## src/rtl/alu_rs_pkg.sv

```systemverilog
// alu_rs_pkg: shared ROB tag width, ALU/branch opcodes and reservation-station types
package alu_rs_pkg;
  localparam int ROB_WIDTH = 4;
  localparam logic [4:0] OP_ADD  = 5'b00000;
  localparam logic [4:0] OP_SLL  = 5'b00001;
  localparam logic [4:0] OP_SLT  = 5'b00010;
  localparam logic [4:0] OP_SLTU = 5'b00011;
  localparam logic [4:0] OP_XOR  = 5'b00100;
  localparam logic [4:0] OP_SRL  = 5'b00101;
  localparam logic [4:0] OP_OR   = 5'b00110;
  localparam logic [4:0] OP_AND  = 5'b00111;
  localparam logic [4:0] OP_SUB  = 5'b01000;
  localparam logic [4:0] OP_SRA  = 5'b01101;
  localparam logic [4:0] OP_BEQ  = 5'b10000;
  localparam logic [4:0] OP_BNE  = 5'b10001;
  localparam logic [4:0] OP_BLT  = 5'b10100;
  localparam logic [4:0] OP_BGE  = 5'b10101;
  localparam logic [4:0] OP_BLTU = 5'b10110;
  localparam logic [4:0] OP_BGEU = 5'b10111;
  typedef logic [ROB_WIDTH-1:0] tag_t;
  typedef struct packed {
    logic        ready;
    tag_t        rob;
    logic [31:0] value;
  } cdb_t;
  typedef struct packed {
    logic        pend;
    tag_t        tag;
    logic [31:0] val;
  } opnd_t;
  typedef struct packed {
    logic [4:0]  op;
    opnd_t       j;
    opnd_t       k;
    tag_t        rob;
    logic [31:0] tj;
    logic [31:0] fj;
  } entry_t;
  function automatic opnd_t wake(opnd_t o, cdb_t a, cdb_t l);
    logic ha, hl;
    ha = o.pend && a.ready && o.tag == a.rob;
    hl = o.pend && l.ready && o.tag == l.rob;
    return ha ? '{1'b0, o.tag, a.value} : hl ? '{1'b0, o.tag, l.value} : o;
  endfunction
endpackage

```

## src/rtl/rs_select.sv

```systemverilog
// rs_select: lowest-index priority encoders for the free slot and the issuable slot
module rs_select #(
  parameter int N = 8
) (
  input  logic [N-1:0]         valid_i,
  input  logic [N-1:0]         ready_i,
  output logic [$clog2(N)-1:0] free_idx_o,
  output logic                 free_found_o,
  output logic [$clog2(N)-1:0] issue_idx_o,
  output logic                 issue_found_o
);
  always_comb begin
    free_idx_o    = '0;
    free_found_o  = 1'b0;
    issue_idx_o   = '0;
    issue_found_o = 1'b0;
    for (int i = N - 1; i >= 0; i--) begin
      if (!valid_i[i]) begin
        free_idx_o   = i[$clog2(N)-1:0];
        free_found_o = 1'b1;
      end
      if (ready_i[i]) begin
        issue_idx_o   = i[$clog2(N)-1:0];
        issue_found_o = 1'b1;
      end
    end
  end
endmodule

```

## src/rtl/alu_rs.sv

```systemverilog
// alu_rs: ALU reservation station with CDB wakeup/bypass and single in-order-priority issue
module alu_rs
  import alu_rs_pkg::*;
#(
  parameter int RS_SIZE = 8
) (
  input  logic                 clk_in,
  input  logic                 rst_in,
  input  logic                 rdy_in,
  input  logic                 clear,
  input  logic                 disp_valid,
  input  logic [4:0]           disp_op,
  input  logic [31:0]          disp_vj,
  input  logic [ROB_WIDTH-1:0] disp_qj,
  input  logic                 disp_qj_valid,
  input  logic [31:0]          disp_vk,
  input  logic [ROB_WIDTH-1:0] disp_qk,
  input  logic                 disp_qk_valid,
  input  logic [ROB_WIDTH-1:0] disp_rob,
  input  logic [31:0]          disp_true_jaddr,
  input  logic [31:0]          disp_false_jaddr,
  output logic                 full,
  input  logic                 cdb_alu_ready,
  input  logic [ROB_WIDTH-1:0] cdb_alu_rob,
  input  logic [31:0]          cdb_alu_value,
  input  logic                 cdb_lsb_ready,
  input  logic [ROB_WIDTH-1:0] cdb_lsb_rob,
  input  logic [31:0]          cdb_lsb_value,
  output logic                 calc_enable,
  output logic [31:0]          lhs,
  output logic [31:0]          rhs,
  output logic [4:0]           op,
  output logic [ROB_WIDTH-1:0] rob_dep,
  output logic [31:0]          true_jaddr,
  output logic [31:0]          false_jaddr
);
  localparam int IW = $clog2(RS_SIZE);
  logic [RS_SIZE-1:0] valid_q, valid_d, issuable;
  entry_t [RS_SIZE-1:0] ent_q, ent_d;
  logic [IW-1:0] free_idx, issue_idx;
  logic free_found, issue_found;
  cdb_t cdb_a, cdb_l;
  logic calc_d;
  logic [31:0] lhs_d, rhs_d, tj_d, fj_d;
  logic [4:0] op_d;
  tag_t rob_d;
  assign cdb_a = {cdb_alu_ready, cdb_alu_rob, cdb_alu_value};
  assign cdb_l = {cdb_lsb_ready, cdb_lsb_rob, cdb_lsb_value};
  always_comb begin
    for (int i = 0; i < RS_SIZE; i++) issuable[i] = valid_q[i] & ~ent_q[i].j.pend & ~ent_q[i].k.pend;
  end
  rs_select #(.N(RS_SIZE)) u_sel (
    .valid_i      (valid_q),
    .ready_i      (issuable),
    .free_idx_o   (free_idx),
    .free_found_o (free_found),
    .issue_idx_o  (issue_idx),
    .issue_found_o(issue_found)
  );
  assign full = ~free_found;
  // the free slot is never valid, so dispatch cannot collide with wakeup or issue
  always_comb begin
    valid_d = valid_q;
    ent_d   = ent_q;
    for (int i = 0; i < RS_SIZE; i++) begin
      ent_d[i].j = wake(ent_q[i].j, cdb_a, cdb_l);
      ent_d[i].k = wake(ent_q[i].k, cdb_a, cdb_l);
    end
    if (issue_found) valid_d[issue_idx] = 1'b0;
    if (disp_valid && free_found) begin
      valid_d[free_idx] = 1'b1;
      ent_d[free_idx] = '{op: disp_op,
                          j:  wake('{disp_qj_valid, disp_qj, disp_vj}, cdb_a, cdb_l),
                          k:  wake('{disp_qk_valid, disp_qk, disp_vk}, cdb_a, cdb_l),
                          rob: disp_rob, tj: disp_true_jaddr, fj: disp_false_jaddr};
    end
    if (clear) valid_d = '0;
    calc_d = issue_found && !clear;
    lhs_d  = calc_d ? ent_q[issue_idx].j.val : '0;
    rhs_d  = calc_d ? ent_q[issue_idx].k.val : '0;
    op_d   = calc_d ? ent_q[issue_idx].op : '0;
    rob_d  = calc_d ? ent_q[issue_idx].rob : '0;
    tj_d   = calc_d ? ent_q[issue_idx].tj : '0;
    fj_d   = calc_d ? ent_q[issue_idx].fj : '0;
  end
  always_ff @(posedge clk_in or posedge rst_in) begin
    if (rst_in) begin
      valid_q     <= '0;
      calc_enable <= 1'b0;
      lhs         <= '0;
      rhs         <= '0;
      op          <= '0;
      rob_dep     <= '0;
      true_jaddr  <= '0;
      false_jaddr <= '0;
    end else if (rdy_in) begin
      valid_q     <= valid_d;
      calc_enable <= calc_d;
      lhs         <= lhs_d;
      rhs         <= rhs_d;
      op          <= op_d;
      rob_dep     <= rob_d;
      true_jaddr  <= tj_d;
      false_jaddr <= fj_d;
    end
  end
  always_ff @(posedge clk_in) begin
    if (rdy_in) ent_q <= ent_d;
  end
endmodule
```

## config.mk

```make
export PLATFORM = sky130hd
export DESIGN_NAME = alu_rs
export DESIGN_NICKNAME = d
export VERILOG_FILES = /design/src/rtl/alu_rs_pkg.sv /design/src/rtl/rs_select.sv /design/src/rtl/alu_rs.sv
export SDC_FILE = /design/constraint.sdc
export NUM_CORES = 2
export LEC_CHECK = 0
export ABC_AREA = 0
export BUFFER_PORTS_ARGS = -buffer_cell sky130_fd_sc_hd__buf_2
export CAP_MARGIN = 0
export CORE_UTILIZATION = 30
export DETAILED_ROUTE_END_ITERATION = 16
export PLACE_DENSITY = 0.49
export SLEW_MARGIN = 20
export SYNTH_ARGS = -nofsm -noshare
export SYNTH_HDL_FRONTEND = slang
export SYNTH_HIERARCHICAL = 1
export SYNTH_SLANG_ARGS = --single-unit
```

## constraint.sdc

```tcl
create_clock -name clk_in -period 12.24 [get_ports clk_in]
set_input_delay 0.612 -clock clk_in [delete_from_list [all_inputs] [get_ports clk_in]]
set_output_delay 0.612 -clock clk_in [all_outputs]
set_load 0.01 [all_outputs]
```

==> flow_metrics.env <==
export IMPL_coreArea_sq_mm=0.231
export IMPL_grt_usage_pct=26.9
export IMPL_crit_fanout=98
export IMPL_clock_sinks=1322
export IMPL_antenna_left=0
export IMPL_p_leak_nw=27.3
export IMPL_htree_num_levels=4
export IMPL_finalCritPeriodShare_pct=41.9
export IMPL_area_growth_pct=14.3
export IMPL_irDropWorstVdd_v=0.000156
export IMPL_finalMaxSlewViolations=0
export IMPL_critical_path_top_delay_family="buffers and inverters"
export IMPL_power_total_mw=12.0
export IMPL_die_area_sq_mm=0.235
export IMPL_die_h_microns=485
export IMPL_yosys_warnings=6
export IMPL_first_pass_iters=7
export IMPL_drc=0
export IMPL_crit_chain="nor3b_1 -> nor3b_1 -> a21oi_1 -> o41ai_2 -> buf_12 -> buf_4 -> buf_4 -> mux4_2 -> mux2i_1 -> o22ai_1"
export IMPL_cts_buffers=149
export IMPL_syn_instance_count=5502
export IMPL_powerDensity_mw_per_mm2=150
export IMPL_num_vias=57057
export IMPL_cts_clk_slew_worst_paths_ns=0.06
export IMPL_synthDistinctLibCells=67
export IMPL_grt_overflow_total=0
export IMPL_period_needed_ns=5.13
export IMPL_clockBufferDepth=3
export IMPL_grt_max_degree=147
export IMPL_synth_flop_cell="edfxtp_1"
export IMPL_skew_ns=0.0523
export IMPL_syn_area_sq_mm=0.0699
export IMPL_crit_buf_inv=3
export IMPL_num_io_pins=365
export IMPL_avgRoutedWirePerCell_microns=37.8
export IMPL_worstSetupPathType="reg -> reg"
export IMPL_grt_first_pass_wirelength_mm=448
export IMPL_seq_area_frac_synth_pct=55.7
export IMPL_post_place_ws_ns=6.99
export IMPL_antenna_found_initial=71
export IMPL_final_cell_mix="edfxtp_1 (1176), o21ai_0 (717), o22ai_1 (430)"
export IMPL_crit_path_end_kind="flip-flop"
export IMPL_async_flop_share_pct=11.0
export IMPL_fin_ws_ns=7.11
export IMPL_fin_util_pct=34.6
export IMPL_slowest_stage="buf_4"
export IMPL_start_util_pct=30.3
export IMPL_die_width_microns=485
export IMPL_critical_path_required_ns=12.91
export IMPL_via_per_inst=6.59
export IMPL_root_buffer="clkbuf_16"
export IMPL_fillCellCount=22495
export IMPL_timing_fmax_mhz=195
export IMPL_syn_avg_cell_area_sq_um=12.7
export IMPL_relSlewSlack_pct=13.0
export IMPL_hold_worst_slack_ns=0.0508
export IMPL_place_congestion=0.878
export IMPL_hold_path_class="in -> reg"
export IMPL_arrival_ns=5.80
export IMPL_status="completed"
export IMPL_ys_ff_latch=1322
export IMPL_drive_gt1_share_pct=22.2
export IMPL_synth_edf_count=1176
export IMPL_final_common_cell="edfxtp_1"
export IMPL_clk_latency_ns=0.83
export IMPL_synth_nets=5728
export IMPL_rsz0062_at_grt="false"
export IMPL_cts_tree="done"
export IMPL_finalSetupViolCount=0
export IMPL_cp_start_kind="flip-flop"
export IMPL_slowest_delay_ns=0.91
export IMPL_io_buffers=364
export IMPL_dp_final_hpwl_mm=182
export IMPL_drv_cap=0
export IMPL_fin_tns_setup_ns=0
export IMPL_tightestPinTransition_ns=1.31
export IMPL_postCtsSetupBuffers=0
export IMPL_final_hold_viol_count=0
export IMPL_wirelength_mm=327
export IMPL_num_rows=176
export IMPL_fin_nets=5715
export IMPL_drt_iter0_drc=9060
export IMPL_grt_pass1_vias=54378
-- synth_stat cells (45+ instances only) --
master | n | area [sq um]
nand4_1 | 87 | 544
nor3_1 | 48 | 240
o21ai_0 | 717 | 3590
buf_2 | 66 | 330
buf_1 | 60 | 225
mux2i_1 | 137 | 1370
xnor2_1 | 84 | 736
o2bb2ai_1 | 184 | 1610
o22ai_1 | 430 | 2690
a221oi_1 | 256 | 2240
o211a_1 | 155 | 1550
dfrtp_1 | 146 | 3650
and3_1 | 241 | 1510
and2_1 | 47 | 294
a211oi_1 | 70 | 526
clkbuf_1 | 555 | 2080
inv_1 | 218 | 818
edfxtp_1 | 1176 | 35300
mux4_2 | 274 | 6170
o31ai_1 | 45 | 338
nor2_1 | 52 | 195
-- metrics by stage --
step,std cells,instance area [sq um]
after floorplan,5502,69900
after global placement,8351,74600
after detailed placement,8351,74600
after CTS,8638,79900
after global routing,8646,79900
final,8663,79900
-- worst paths after layout --
check                           depth (start not counted)                       start  slack (ns)                           to
worst max-delay path                                   10        ent_q[582]$_DFFE_PP_        7.11       rob_dep[2]$_DFFE_PP0P_
worst min-delay path                                    1          disp_true_jaddr[5]        0.05         ent_q[331]$_DFFE_PP_
worst max register to register                         10        ent_q[582]$_DFFE_PP_        7.11       rob_dep[2]$_DFFE_PP0P_
worst min register to register                          2  true_jaddr[19]$_DFFE_PP0P_        0.52   true_jaddr[19]$_DFFE_PP0P_
max in group asynchronous                               5                      rst_in        9.67    true_jaddr[1]$_DFFE_PP0P_
min in group asynchronous                               3                      rst_in        0.45  false_jaddr[22]$_DFFE_PP0P_
-- per-layer routing --
layer | GRT usage, % | up-vias | wire, microns
li1 | - | 22334 | -
met1 | 33.5 | 28708 | 120000
met2 | 39.1 | 4782 | 138000
met3 | 11.5 | 1153 | 47900
met4 | 14.8 | 80 | 21100
met5 | 0.163 | - | 526
-- worst reg2reg max path: stages, from the launching register on --
cell and delay (ns):
edfxtp_1 0.44, nor3b_1 0.47, nor3b_1 0.26, a21oi_1 0.09
o41ai_2 0.11, buf_12 0.68, buf_4 1.12, buf_4 0.95
mux4_2 0.64, mux2i_1 0.16, o22ai_1 0.09
-- registers in the layout, summed over array words and instances, names as in the netlist --
| signal | cells |
|---|---|
| ent_q | 1176 |
| false_jaddr | 32 |
| lhs | 32 |
| rhs | 32 |
| true_jaddr | 32 |
| valid_q | 8 |
| op | 5 |
| rob_dep | 4 |
| calc_enable | 1 |
-- cell families (layout without fill, tap and decap cells) --
group | count (synthesis) | after routing | synth area share [%]
compound gates | 2078 | 2078 | 21.3
xor+xnor | 125 | 125 | 1.58
buf+inv | 915 | 1025 | 5.14
flops | 1322 | 1322 | 55.7
mux | 411 | 411 | 10.8
other cells | 0 | 25 | 0
simple gates | 651 | 651 | 5.53
-- repair_timing --
| item | in CTS | in global routing |
|---|---|---|
| hold buffers | 13 | 0 |
| gates resized for setup | 0 | 0 |
| hold endpoints to repair | 124 | 0 |
| endpoints found under the setup margin | 0 | 0 |
-- report_power, final --
group,total [mW],switching [mW],internal [mW]
Clock,4.82,2.09,2.73
Combinational,1.85,1.21,0.637
Sequential,5.34,0.129,5.21
Total,12.0,3.43,8.58
-- cell type report --
| type | instances | area [sq um] | share of cell area [%] |
|---|---|---|---|
| Sequential cell | 1322 | 39000 | 48.7 |
| Clock inverter | 71 | 1020 | 1.28 |
| Antenna cell | 25 | 62.6 | 0.0782 |
| Multi-Input combinational cell | 3265 | 28000 | 35.0 |
| Inverter | 222 | 841 | 1.05 |
| Timing Repair Buffer | 529 | 3130 | 3.91 |
| Tap cell | 3026 | 3790 | 4.74 |
| Clock buffer | 203 | 4180 | 5.23 |
Power figures use the tool's default switching activity.
